`src/rtl/multi_tick_gen_pkg.sv`:
```
// multi_tick_gen_pkg
//   Shared defaults and helpers for the multi-channel tick generator.
//   PKG_F_PCK : default PCK frequency in Hz
//   PKG_DIV_W : default divisor/counter width in bits
//   PKG_N_CH  : default number of channels
//   half_div  : half-period divisor (count minus 1) for a wanted output rate
//   ch_width  : width of the channel-select field for a channel count
package multi_tick_gen_pkg;

  localparam int unsigned PKG_F_PCK = 25174825;
  localparam int          PKG_DIV_W = 32;
  localparam int          PKG_N_CH  = 4;

  function automatic int unsigned half_div(input int unsigned f_pck,
                                           input int unsigned f_out);
    return f_pck / (2 * f_out) - 1;
  endfunction

  function automatic int ch_width(input int n_ch);
    return (n_ch > 1) ? $clog2(n_ch) : 1;
  endfunction

endpackage

```
`src/rtl/multi_tick_gen_if.sv`:
```
// multi_tick_gen_if
//   Divisor-update request channel.
//   LD_VALID : requester has a divisor update on LD_CH/LD_DIV
//   LD_READY : responder can take it
//   LD_CH    : target channel
//   LD_DIV   : new half-period count minus 1
//   Handshake: an update transfers on a PCK rising edge where LD_VALID and
//   LD_READY are both high. LD_READY may depend combinationally on LD_CH;
//   the requester holds LD_CH/LD_DIV stable while LD_VALID waits.
interface multi_tick_gen_if
  import multi_tick_gen_pkg::*;
#(
  parameter int N_CH  = PKG_N_CH,
  parameter int DIV_W = PKG_DIV_W
);
  localparam int CH_W = ch_width(N_CH);

  logic             LD_VALID;
  logic             LD_READY;
  logic [CH_W-1:0]  LD_CH;
  logic [DIV_W-1:0] LD_DIV;

  modport master (output LD_VALID, output LD_CH, output LD_DIV, input LD_READY);
  modport slave  (input LD_VALID, input LD_CH, input LD_DIV, output LD_READY);

endinterface

```
`src/rtl/tick_gen_ch.sv`:
```
// tick_gen_ch
//   One divider channel: counter C, active divisor D, pending divisor P with
//   flag F, square-wave output and rising-edge tick.
//   Optional: MULTI_TICK_GEN_SYNC_EN adds sync_i (phase-align pulse).
//   clk_i, rst_i : clock, synchronous active-high reset
//   en_i         : run enable (low freezes everything)
//   ld_i         : accepted update for this channel, ld_div_i is the value
//   clk_o        : 50% square wave, half period D+1 cycles
//   tick_o       : high in the cycle clk_o is newly 1
//   pend_o       : pending divisor waiting for the next terminal count
module tick_gen_ch #(
  parameter int               DIV_W   = 32,
  parameter logic [DIV_W-1:0] RST_DIV = '0
) (
  input  logic             clk_i,
  input  logic             rst_i,
`ifdef MULTI_TICK_GEN_SYNC_EN
  input  logic             sync_i,
`endif
  input  logic             en_i,
  input  logic             ld_i,
  input  logic [DIV_W-1:0] ld_div_i,
  output logic             clk_o,
  output logic             tick_o,
  output logic             pend_o
);

  logic [DIV_W-1:0] c_q = '0;
  logic [DIV_W-1:0] d_q = RST_DIV;
  logic [DIV_W-1:0] p_q = '0;
  logic             f_q = 1'b0;
  logic             clk_q = 1'b0;
  logic             tick_q = 1'b0;

  logic [DIV_W-1:0] c_d, d_d, p_d;
  logic             f_d, clk_d, tick_d;
  logic             tc;

  // Equality only: a counter above D simply wraps around to reach D.
  assign tc = (c_q == d_q);

  always_comb begin
    c_d    = c_q;
    d_d    = d_q;
    p_d    = p_q;
    f_d    = f_q;
    clk_d  = clk_q;
    tick_d = 1'b0;
    if (en_i) begin
      if (tc) begin
        c_d    = '0;
        clk_d  = ~clk_q;
        tick_d = ~clk_q;
        // Only an update accepted in an earlier cycle is applied here, so
        // the half-period that just ended always used the old divisor.
        if (f_q) begin
          d_d = p_q;
          f_d = 1'b0;
        end
      end else begin
        c_d = c_q + DIV_W'(1);
      end
    end
`ifdef MULTI_TICK_GEN_SYNC_EN
    if (sync_i) begin
      c_d    = '0;
      clk_d  = 1'b0;
      tick_d = 1'b0;
      if (f_q) begin
        d_d = p_q;
        f_d = 1'b0;
      end
    end
`endif
    // ld_i can only arrive while f_q is clear, so it never collides with
    // the apply paths above.
    if (ld_i) begin
      p_d = ld_div_i;
      f_d = 1'b1;
    end
  end

  always_ff @(posedge clk_i) begin
    if (rst_i) begin
      c_q    <= '0;
      d_q    <= RST_DIV;
      p_q    <= '0;
      f_q    <= 1'b0;
      clk_q  <= 1'b0;
      tick_q <= 1'b0;
    end else begin
      c_q    <= c_d;
      d_q    <= d_d;
      p_q    <= p_d;
      f_q    <= f_d;
      clk_q  <= clk_d;
      tick_q <= tick_d;
    end
  end

  assign clk_o  = clk_q;
  assign tick_o = tick_q;
  assign pend_o = f_q;

endmodule

```
`src/rtl/multi_tick_gen.sv`:
```
// multi_tick_gen
//   N_CH independent programmable square-wave/tick generators on PCK.
//   Optional: MULTI_TICK_GEN_SYNC_EN adds input SYNC which zeroes every
//   counter and output and applies pending divisors (phase alignment).
//   PCK     : clock          RST : synchronous active-high reset
//   EN      : per-channel run enable
//   ld      : divisor-update handshake (slave side)
//   CLK_OUT : per-channel square wave   TICK : per-channel rising-edge pulse
module multi_tick_gen
  import multi_tick_gen_pkg::*;
#(
  parameter int unsigned F_PCK = PKG_F_PCK,
  parameter int          N_CH  = PKG_N_CH,
  parameter int          DIV_W = PKG_DIV_W
) (
  input  logic              PCK,
  input  logic              RST,
`ifdef MULTI_TICK_GEN_SYNC_EN
  input  logic              SYNC,
`endif
  input  logic [N_CH-1:0]   EN,
  multi_tick_gen_if.slave   ld,
  output logic [N_CH-1:0]   CLK_OUT,
  output logic [N_CH-1:0]   TICK
);

  localparam int               CH_W    = ch_width(N_CH);
  // Reset rate is 1 Hz.
  localparam logic [DIV_W-1:0] RST_DIV = DIV_W'(half_div(F_PCK, 1));

  logic [N_CH-1:0] pend;
  logic [N_CH-1:0] ld_sel;
  logic            ready;
  logic            accept;

  // Out-of-range channel numbers match nothing: always ready, discarded.
  always_comb begin
    ready = 1'b1;
    for (int i = 0; i < N_CH; i++) begin
      if (pend[i] && (ld.LD_CH == CH_W'(i))) ready = 1'b0;
    end
  end

  assign accept      = ld.LD_VALID & ready;
  assign ld.LD_READY = ready;

  always_comb begin
    ld_sel = '0;
    for (int i = 0; i < N_CH; i++) begin
      if (ld.LD_CH == CH_W'(i)) ld_sel[i] = accept;
    end
  end

  for (genvar g = 0; g < N_CH; g++) begin : g_ch
    tick_gen_ch #(
      .DIV_W   (DIV_W),
      .RST_DIV (RST_DIV)
    ) u_ch (
      .clk_i    (PCK),
      .rst_i    (RST),
`ifdef MULTI_TICK_GEN_SYNC_EN
      .sync_i   (SYNC),
`endif
      .en_i     (EN[g]),
      .ld_i     (ld_sel[g]),
      .ld_div_i (ld.LD_DIV),
      .clk_o    (CLK_OUT[g]),
      .tick_o   (TICK[g]),
      .pend_o   (pend[g])
    );
  end

endmodule

```
`src/flat_wrapper.sv`:
```
// flat-port wrapper written by rule: the top's interface ports become plain ports
module multi_tick_gen_flat import multi_tick_gen_pkg::*;
#(
  parameter int unsigned F_PCK = PKG_F_PCK,
  parameter int          N_CH  = PKG_N_CH,
  parameter int          DIV_W = PKG_DIV_W
)
  (PCK, RST, EN, CLK_OUT, TICK, ld_LD_VALID, ld_LD_CH, ld_LD_DIV, ld_LD_READY);
  multi_tick_gen_if #(.N_CH(N_CH), .DIV_W(DIV_W)) ld_i ();
  input  logic PCK;
  input  logic RST;
  input  logic [N_CH-1:0] EN;
  output logic [N_CH-1:0] CLK_OUT;
  output logic [N_CH-1:0] TICK;
  input wire logic [$bits(ld_i.LD_VALID)-1:0] ld_LD_VALID;
  input wire logic [$bits(ld_i.LD_CH)-1:0] ld_LD_CH;
  input wire logic [$bits(ld_i.LD_DIV)-1:0] ld_LD_DIV;
  output wire logic [$bits(ld_i.LD_READY)-1:0] ld_LD_READY;
  assign ld_i.LD_VALID = ld_LD_VALID;
  assign ld_i.LD_CH = ld_LD_CH;
  assign ld_i.LD_DIV = ld_LD_DIV;
  assign ld_LD_READY = ld_i.LD_READY;
  multi_tick_gen #(.F_PCK(F_PCK), .N_CH(N_CH), .DIV_W(DIV_W)) u_core (.PCK(PCK), .RST(RST), .EN(EN), .ld(ld_i), .CLK_OUT(CLK_OUT), .TICK(TICK));
endmodule
```
`config.mk`:
```
export PLATFORM = sky130hd
export DESIGN_NAME = multi_tick_gen_flat
export DESIGN_NICKNAME = d
export VERILOG_FILES = /design/src/rtl/multi_tick_gen_pkg.sv /design/src/rtl/multi_tick_gen_if.sv /design/src/rtl/tick_gen_ch.sv /design/src/rtl/multi_tick_gen.sv /design/src/flat_wrapper.sv
export SDC_FILE = /design/constraint.sdc
export NUM_CORES = 1
export LEC_CHECK = 0
export BUFFER_PORTS_ARGS = -buffer_cell sky130_fd_sc_hd__buf_2
export CORE_ASPECT_RATIO = 0.5
export CORE_MARGIN = 2
export CORE_UTILIZATION = 50
export DETAILED_ROUTE_END_ITERATION = 6
export PLACE_DENSITY = 0.67
export SYNTH_ARGS = -nofsm -noshare
export SYNTH_HDL_FRONTEND = slang
export SYNTH_SLANG_ARGS = --single-unit
export TNS_END_PERCENT = 20
```
`constraint.sdc`:
```
create_clock -name PCK -period 2.65 [get_ports PCK]
set_input_delay 0.1325 -clock PCK [delete_from_list [all_inputs] [get_ports PCK]]
set_output_delay 0.1325 -clock PCK [all_outputs]
set_load 0.05 [all_outputs]
```
==> results of run 1 <==
## layer usage
metal	wire [um]	part of all wire, %
met1	22800	51
met2	18500	41
met3	2850	6.3
met4	1010	2.2
met5	0	0
## power by group through the flow
stage	Combinational [W]	Sequential (W)	Clock (W)
6_report	0.000549	0.00610	0.00566
5_1_grt	0.000598	0.00610	0.00595
4_1_cts	0.000540	0.00609	0.00573
3_5_place_dp	0.000495	0.00623	0
3_3_place_gp	0.000492	0.00623	0
2_1_floorplan	0.000305	0.00621	0
## repair_timing
item / 4_1_cts / 5_1_grt
hold endpoints to repair: 153 / 0
endpoints found under the setup margin: 0 / 0
hold buffers: 37 / 0
## logic make-up (layout without fill, tap and decap cells)
family,after synthesis,after routing,synth area share (%)
AO/OA/AOI/OAI,213,213,6.79
XOR/XNOR,250,250,12.7
adder cells (fa/ha/maj),4,4,0.290
AND/OR/NAND/NOR,948,948,24.9
buffers and inverters,145,198,3.57
flip-flops,396,396,45.9
multiplexers,102,102,5.92
## cell usage in the layout, fill, tap and decap left out, types with 6 or more instances in the layout
cell | synthesis | routed
nand2_1 | 451 | 451
dfxtp_1 | 396 | 396
nor2_1 | 201 | 201
xor2_1 | 165 | 165
a21oi_1 | 155 | 155
mux2i_1 | 100 | 100
xnor2_1 | 85 | 85
nand4_1 | 72 | 72
nor4_1 | 63 | 62
nand3_1 | 51 | 51
buf_2 | 5 | 48
clkbuf_16 | 0 | 39
dlygate4sd3_1 | 0 | 37
buf_4 | 17 | 34
nor3_1 | 30 | 29
o31ai_1 | 30 | 27
and3_1 | 23 | 23
and4_1 | 16 | 16
o21ai_0 | 13 | 13
inv_1 | 10 | 9
or3_1 | 9 | 9
or4_1 | 8 | 8
a31oi_1 | 8 | 8
clkbuf_8 | 0 | 7
clkinv_2 | 0 | 6
## worst min-delay path: stages
cell	delay [ns]
buf_2	0.17
nor3_2	0.06
buf_4	0.23
nand2_1	0.10
a21oi_1	0.05
## worst max-delay path by stage
stage	start	endpoint	slack [ns]	cells after the start
4_1_cts	u_core.g_ch[0].u_ch.c_q[23]	u_core.g_ch[0].u_ch.d_q[7]	0.33	6
2_1_floorplan	u_core.g_ch[1].u_ch.c_q[19]	u_core.g_ch[1].u_ch.d_q[10]	0.62	7
5_1_grt	u_core.g_ch[0].u_ch.c_q[23]	u_core.g_ch[0].u_ch.d_q[7]	0.17	6
3_5_place_dp	u_core.g_ch[0].u_ch.c_q[23]	u_core.g_ch[0].u_ch.d_q[7]	0.34	6
6_report	u_core.g_ch[0].u_ch.c_q[23]	u_core.g_ch[0].u_ch.d_q[7]	0.32	6
3_3_place_gp	u_core.g_ch[0].u_ch.c_q[23]	u_core.g_ch[0].u_ch.d_q[7]	0.41	6
## metrics by stage
stage / instance area [um^2] / cells / total power [W] / utilization, %
final: 19600 / 2561 / 0.0123 / 57.3
after CTS: 19600 / 2561 / 0.0124 / 57.3
after global placement: 18000 / 2461 / 0.00672 / 52.4
after detailed placement: 18000 / 2461 / 0.00672 / 52.4
after global routing: 19600 / 2561 / 0.0127 / 57.3
after floorplan: 17300 / 2058 / 0.00651 / -
## flip-flops by register name (all words and copies together), names as in the netlist
signal,count
u_core.g_ch.u_ch.c_q,128
u_core.g_ch.u_ch.p_q,128
u_core.g_ch.u_ch.pend_o,4
u_core.g_ch.u_ch.d_q,128
u_core.g_ch.u_ch.tick_o,4
u_core.g_ch.u_ch.clk_o,4
## layout make-up
type	count	area, um^2	share of cell area, %
clock buffers	47	1080	5.49
clock inverters	16	200	1.02
inverters	10	40.0	0.204
multi-input cells	1517	8810	45.0
flip-flops and latches	396	7930	40.4
well taps	450	563	2.87
repair buffers	125	977	4.99
==> metrics.yaml, run 1 <==
run_status:
  status: "complete, no violations"
floorplanning:
  die_y_um: 135
  die_w_um: 267
  row_count: 48
  coreArea_um2: 34200
  initial_core_util_pct: 50.5
  dieArea_um2: 36200
  num_io_pins: 50
setup_path:
  crit_path_end_kind: "flop"
  crit_buf_inv: 1
  crit_chain: "xnor2_1 > nand4_1 > or4_1 > buf_4 > nor4_1 > o21ai_0"
  critPathRequiredTime_ns: 3.05
  worstPathArrival_ns: 2.74
  reg2regPathDepth: 6
  critPathMaxStageDelay_ns: 0.72
  r2r-end: "u_core.g_ch[0].u_ch.d_q[7]"
  worstSetupStartpointType: "flop"
  crit_family: "simple AND/OR/NAND/NOR gates"
  crit_fanout: 28
  ff2ff_setup_slack_ns: 0.32
  cp_slowest_cell: "or4_1"
  critPathKind: "reg -> reg"
  r2r-start: "u_core.g_ch[0].u_ch.c_q[23]"
grt:
  grt_pass1_vias: 12695
  top_usage_layer: "met1"
  grtUsageMet3_pct: 3.93
  use_met1_pct: 38.1
  grt_antenna_before_repair: 0
  grt_first_pass_wirelength_mm: 70.4
  gr-usage-all-layers_pct: 24.7
  met2_usage_pct: 35.0
  grt_overflow_total: 0
  grt_max_degree: 168
cts:
  post_cts_resized: 0
  cts_made_buffers: 37
  clockBufferDepth: 3
  clkLatencyLatePin_ns: 0.55
  cts_setup_buffers: 0
  cts_tree: "done"
  htreeDepth: 2
  cts.sinks: 396
  root_buffer: "clkbuf_16"
  clk_pin_slew_ns: 0.07
detailed_routing:
  vias: 14166
  final_antenna_net_count: 0
  drt-wirelength-per-cell_um: 17.6
  firstDrtPassIters: 7
  vias_per_cell: 5.53
  drc_errors: 0
  drt_iter0_drc: 1498
  wl_mm: 45.2
cells_and_area:
  fillers: 3067
  area_growth_pct: 13.4
  fin_nets: 2132
  drive_above_1_share_pct: 7.96
  diodes: 0
sta:
  slew_viol_final: 0
  worst_pin_slew_ns: 1.13
  fin_skew_ns: 0.0160
  fin_ws_ns: 0.317
  setup_viol: 0
  period_share_pct: 88.0
  tns_ns: 0
  hold_viol_final: 0
  holdWs_ns: 0.259
  slew_headroom_pct: 24.6
  rsz0062_at_grt: "false"
  period_minus_slack_ns: 2.33
  fmax_mhz: 429
min_path:
  hp-class: "in -> reg"
  min_to: "u_core.g_ch[0].u_ch.p_q[22]"
  min_from: "ld_LD_CH[1]"
  min_path_cells: 5
yosys:
  synth_commonest_cells: "nand2_1 (451), dfxtp_1 (396), nor2_1 (201), xor2_1 (165), a21oi_1 (155)"
  synthesis.area_um2: 17300
  synth_seq_cells: 396
  ys_seq_area_share_pct: 45.9
  synth_ff_type: "dfxtp_1"
  yosysMostFrequentCell: "nand2_1"
  netlist_top_cells_area: "dfxtp_1 (46%), nand2_1 (9.8%), xor2_1 (8.4%)"
  yosys.area.top_type: "dfxtp_1"
  syn_area_per_cell_um2: 8.40
  yosysUniqueCellTypes: 42
  async_reset_ff_share_pct: 0
  syn_nets: 2103
  synth_top_area_share_pct: 45.9
  synth_edf_count: 0
  netlist_instances: 2058
  ys.warnings.count: 0
power_and_ir_drop:
  p_seq_share_pct: 49.6
  pwr-share-clk_pct: 46.0
  pwr-share-comb_pct: 4.5
  power_density_nw_per_um2: 628
  intPower_w: 0.00948
  leakagePower_nw: 7.03
  sw_frac_of_total_pct: 22.9
  peakVddDrop_uv: 349
  p_sw_w: 0.00282
placed_design:
  place.gp.congestion: 0.846
  port_buffers: 49
  dp_hpwl_mm: 29.5
  dp_slack_ns: 0.340
flow_run:
  maxCapViolations: 0
Power figures use the tool's default switching activity.
==> run 2, diff against run 1 <==
==> constraint.sdc (replaced) <==
create_clock -name PCK -period 2.65 [get_ports PCK]
set_input_delay 0 -clock PCK [delete_from_list [all_inputs] [get_ports PCK]]
set_output_delay 0 -clock PCK [all_outputs]
set_load 0.05 [all_outputs]
==> metrics.yaml, run 2 (synthesis results as in run 1) <==
cells_and_area:
  fin_nets: 2135
  area_growth_pct: 13.4
  reg.largest.list: "u_core.g_ch.u_ch.c_q (128), u_core.g_ch.u_ch.d_q (128), u_core.g_ch.u_ch.p_q (128)"
  layout_commonest_cell: "nand2_1"
  drive_above_1_share_pct: 7.93
  fillers: 3081
  fin_area_um2: 19600
  diodes: 0
  mostFrequentLayoutCells: "nand2_1 (451), dfxtp_1 (396), nor2_1 (201)"
detailed_routing:
  dr_wl_met2_mm: 18.1
  final_antenna_net_count: 0
  drt-wirelength-per-cell_um: 17.3
  vias_per_cell: 5.50
  drt-met1-wl_mm: 22.4
  top_layer: "met4"
  vias: 14126
  drt_iter0_drc: 1113
  firstDrtPassIters: 6
  dr_wl_met3_mm: 2.88
  wl_mm: 44.4
  drc_errors: 0
cts:
  cts_tree: "done"
  cts.sinks: 396
  post_cts_resized: 0
  clk_pin_slew_ns: 0.07
  hold_buffers: 38
  cts_setup_buffers: 0
  cts_made_buffers: 37
  root_buffer: "clkbuf_16"
  htreeDepth: 2
  clockBufferDepth: 3
  clkLatencyLatePin_ns: 0.55
sta:
  rsz0062_at_grt: "false"
  fin_skew_ns: 0.0216
  setup_viol: 0
  period_share_pct: 89.9
  slew_headroom_pct: 36.5
  fmax_mhz: 420
  slew_viol_final: 0
  tns_ns: 0
  hold_viol_final: 0
  period_minus_slack_ns: 2.38
  worst_pin_slew_ns: 0.952
grt:
  grt_pass1_vias: 12510
  gr-usage-all-layers_pct: 24.2
  grt_overflow_total: 0
  grt_max_degree: 210
  grt_first_pass_wirelength_mm: 69.3
  grt_antenna_before_repair: 0
setup_path:
  r2r-start: "u_core.g_ch[0].u_ch.c_q[1]"
  worstSetupStartpointType: "flop"
  worstPathArrival_ns: 2.77
  startpoint: "u_core.g_ch[0].u_ch.c_q[1]"
  critPathRequiredTime_ns: 3.03
  crit_fanout: 26
  crit_path_end_kind: "flop"
  critPathKind: "reg -> reg"
run_status:
  status: "complete, no violations"
power_and_ir_drop:
  peakVddDrop_uv: 322
  leakagePower_nw: 7.01
  power_density_nw_per_um2: 619
  p_total_w: 0.0121
placed_design:
  placed_area_um2: 18000
  port_buffers: 49
  dp_hpwl_mm: 29.1
  place.gp.congestion: 0.847
floorplanning:
  coreArea_um2: 34200
  dieArea_um2: 36200
  die_y_um: 135
  initial_core_util_pct: 50.5
  num_io_pins: 50
  die_w_um: 267
  row_count: 48
min_path:
  hp-class: "in -> reg"
  min_from: "ld_LD_VALID"
flow_run:
  maxCapViolations: 0
run 2: cell count changes in the layout (fill, tap and decap cells not counted), sizes merged:
cell         before  now
dlygate4sd3      37   38
clkbuf           47   49
clkinvlp          2    6
bufinv            4    3
buf              88   90
clkinv            9    8
run 2: worst max-delay path: stages (launching register included):
cell	delay, ns
dfxtp_1	0.44
xnor2_1	0.16
nand3_1	0.12
or4_1	0.76
buf_4	0.33
o31ai_1	0.29
a21oi_1	0.12
run 2: final cells by class:
type / count / area [um^2] / share of cell area (%)
Inverter: 10 / 40.0 / 0.204
Clock buffer: 49 / 1040 / 5.32
Timing Repair Buffer: 128 / 1010 / 5.18
Sequential cell: 396 / 7930 / 40.4
Clock inverter: 18 / 195 / 0.996
Multi-Input combinational cell: 1517 / 8810 / 45.0
Tap cell: 450 / 563 / 2.87
run 2: power by group:
group,switching [W],internal (W)
Combinational,0.000367,0.000184
Clock,0.00239,0.00310
Sequential,0.0000640,0.00603
run 2: worst paths after layout:
path         cells past startpoint                           to  slack, ns
max reg2reg                      6  u_core.g_ch[0].u_ch.d_q[14]       0.27
min reg2reg                      2   u_core.g_ch[1].u_ch.p_q[5]       0.45
max                              6  u_core.g_ch[0].u_ch.d_q[14]       0.27
min                              5  u_core.g_ch[0].u_ch.p_q[25]       0.06
run 2: per-stage QoR:
| step | std cells | utilization [%] | hold slack [ns] | setup slack (ns) |
|---|---|---|---|---|
| global placement | 2463 | 52.5 | 0.320 | 0.344 |
| global route | 2568 | 57.3 | 0.0807 | 0.119 |
| CTS | 2568 | 57.3 | 0.0450 | 0.282 |
| detailed placement | 2463 | 52.5 | 0.328 | 0.331 |
| floorplan | 2058 | - | 0.136 | 0.621 |
| finish | 2568 | 57.3 | 0.0641 | 0.267 |
run 2: per-layer routing:
metal / track usage, % / vias to the layer above
met5: 0 / -
met2: 34.4 / 403
li1: - / 7014
met1: 37.6 / 6643
met4: 6.87 / 0
met3: 3.54 / 66
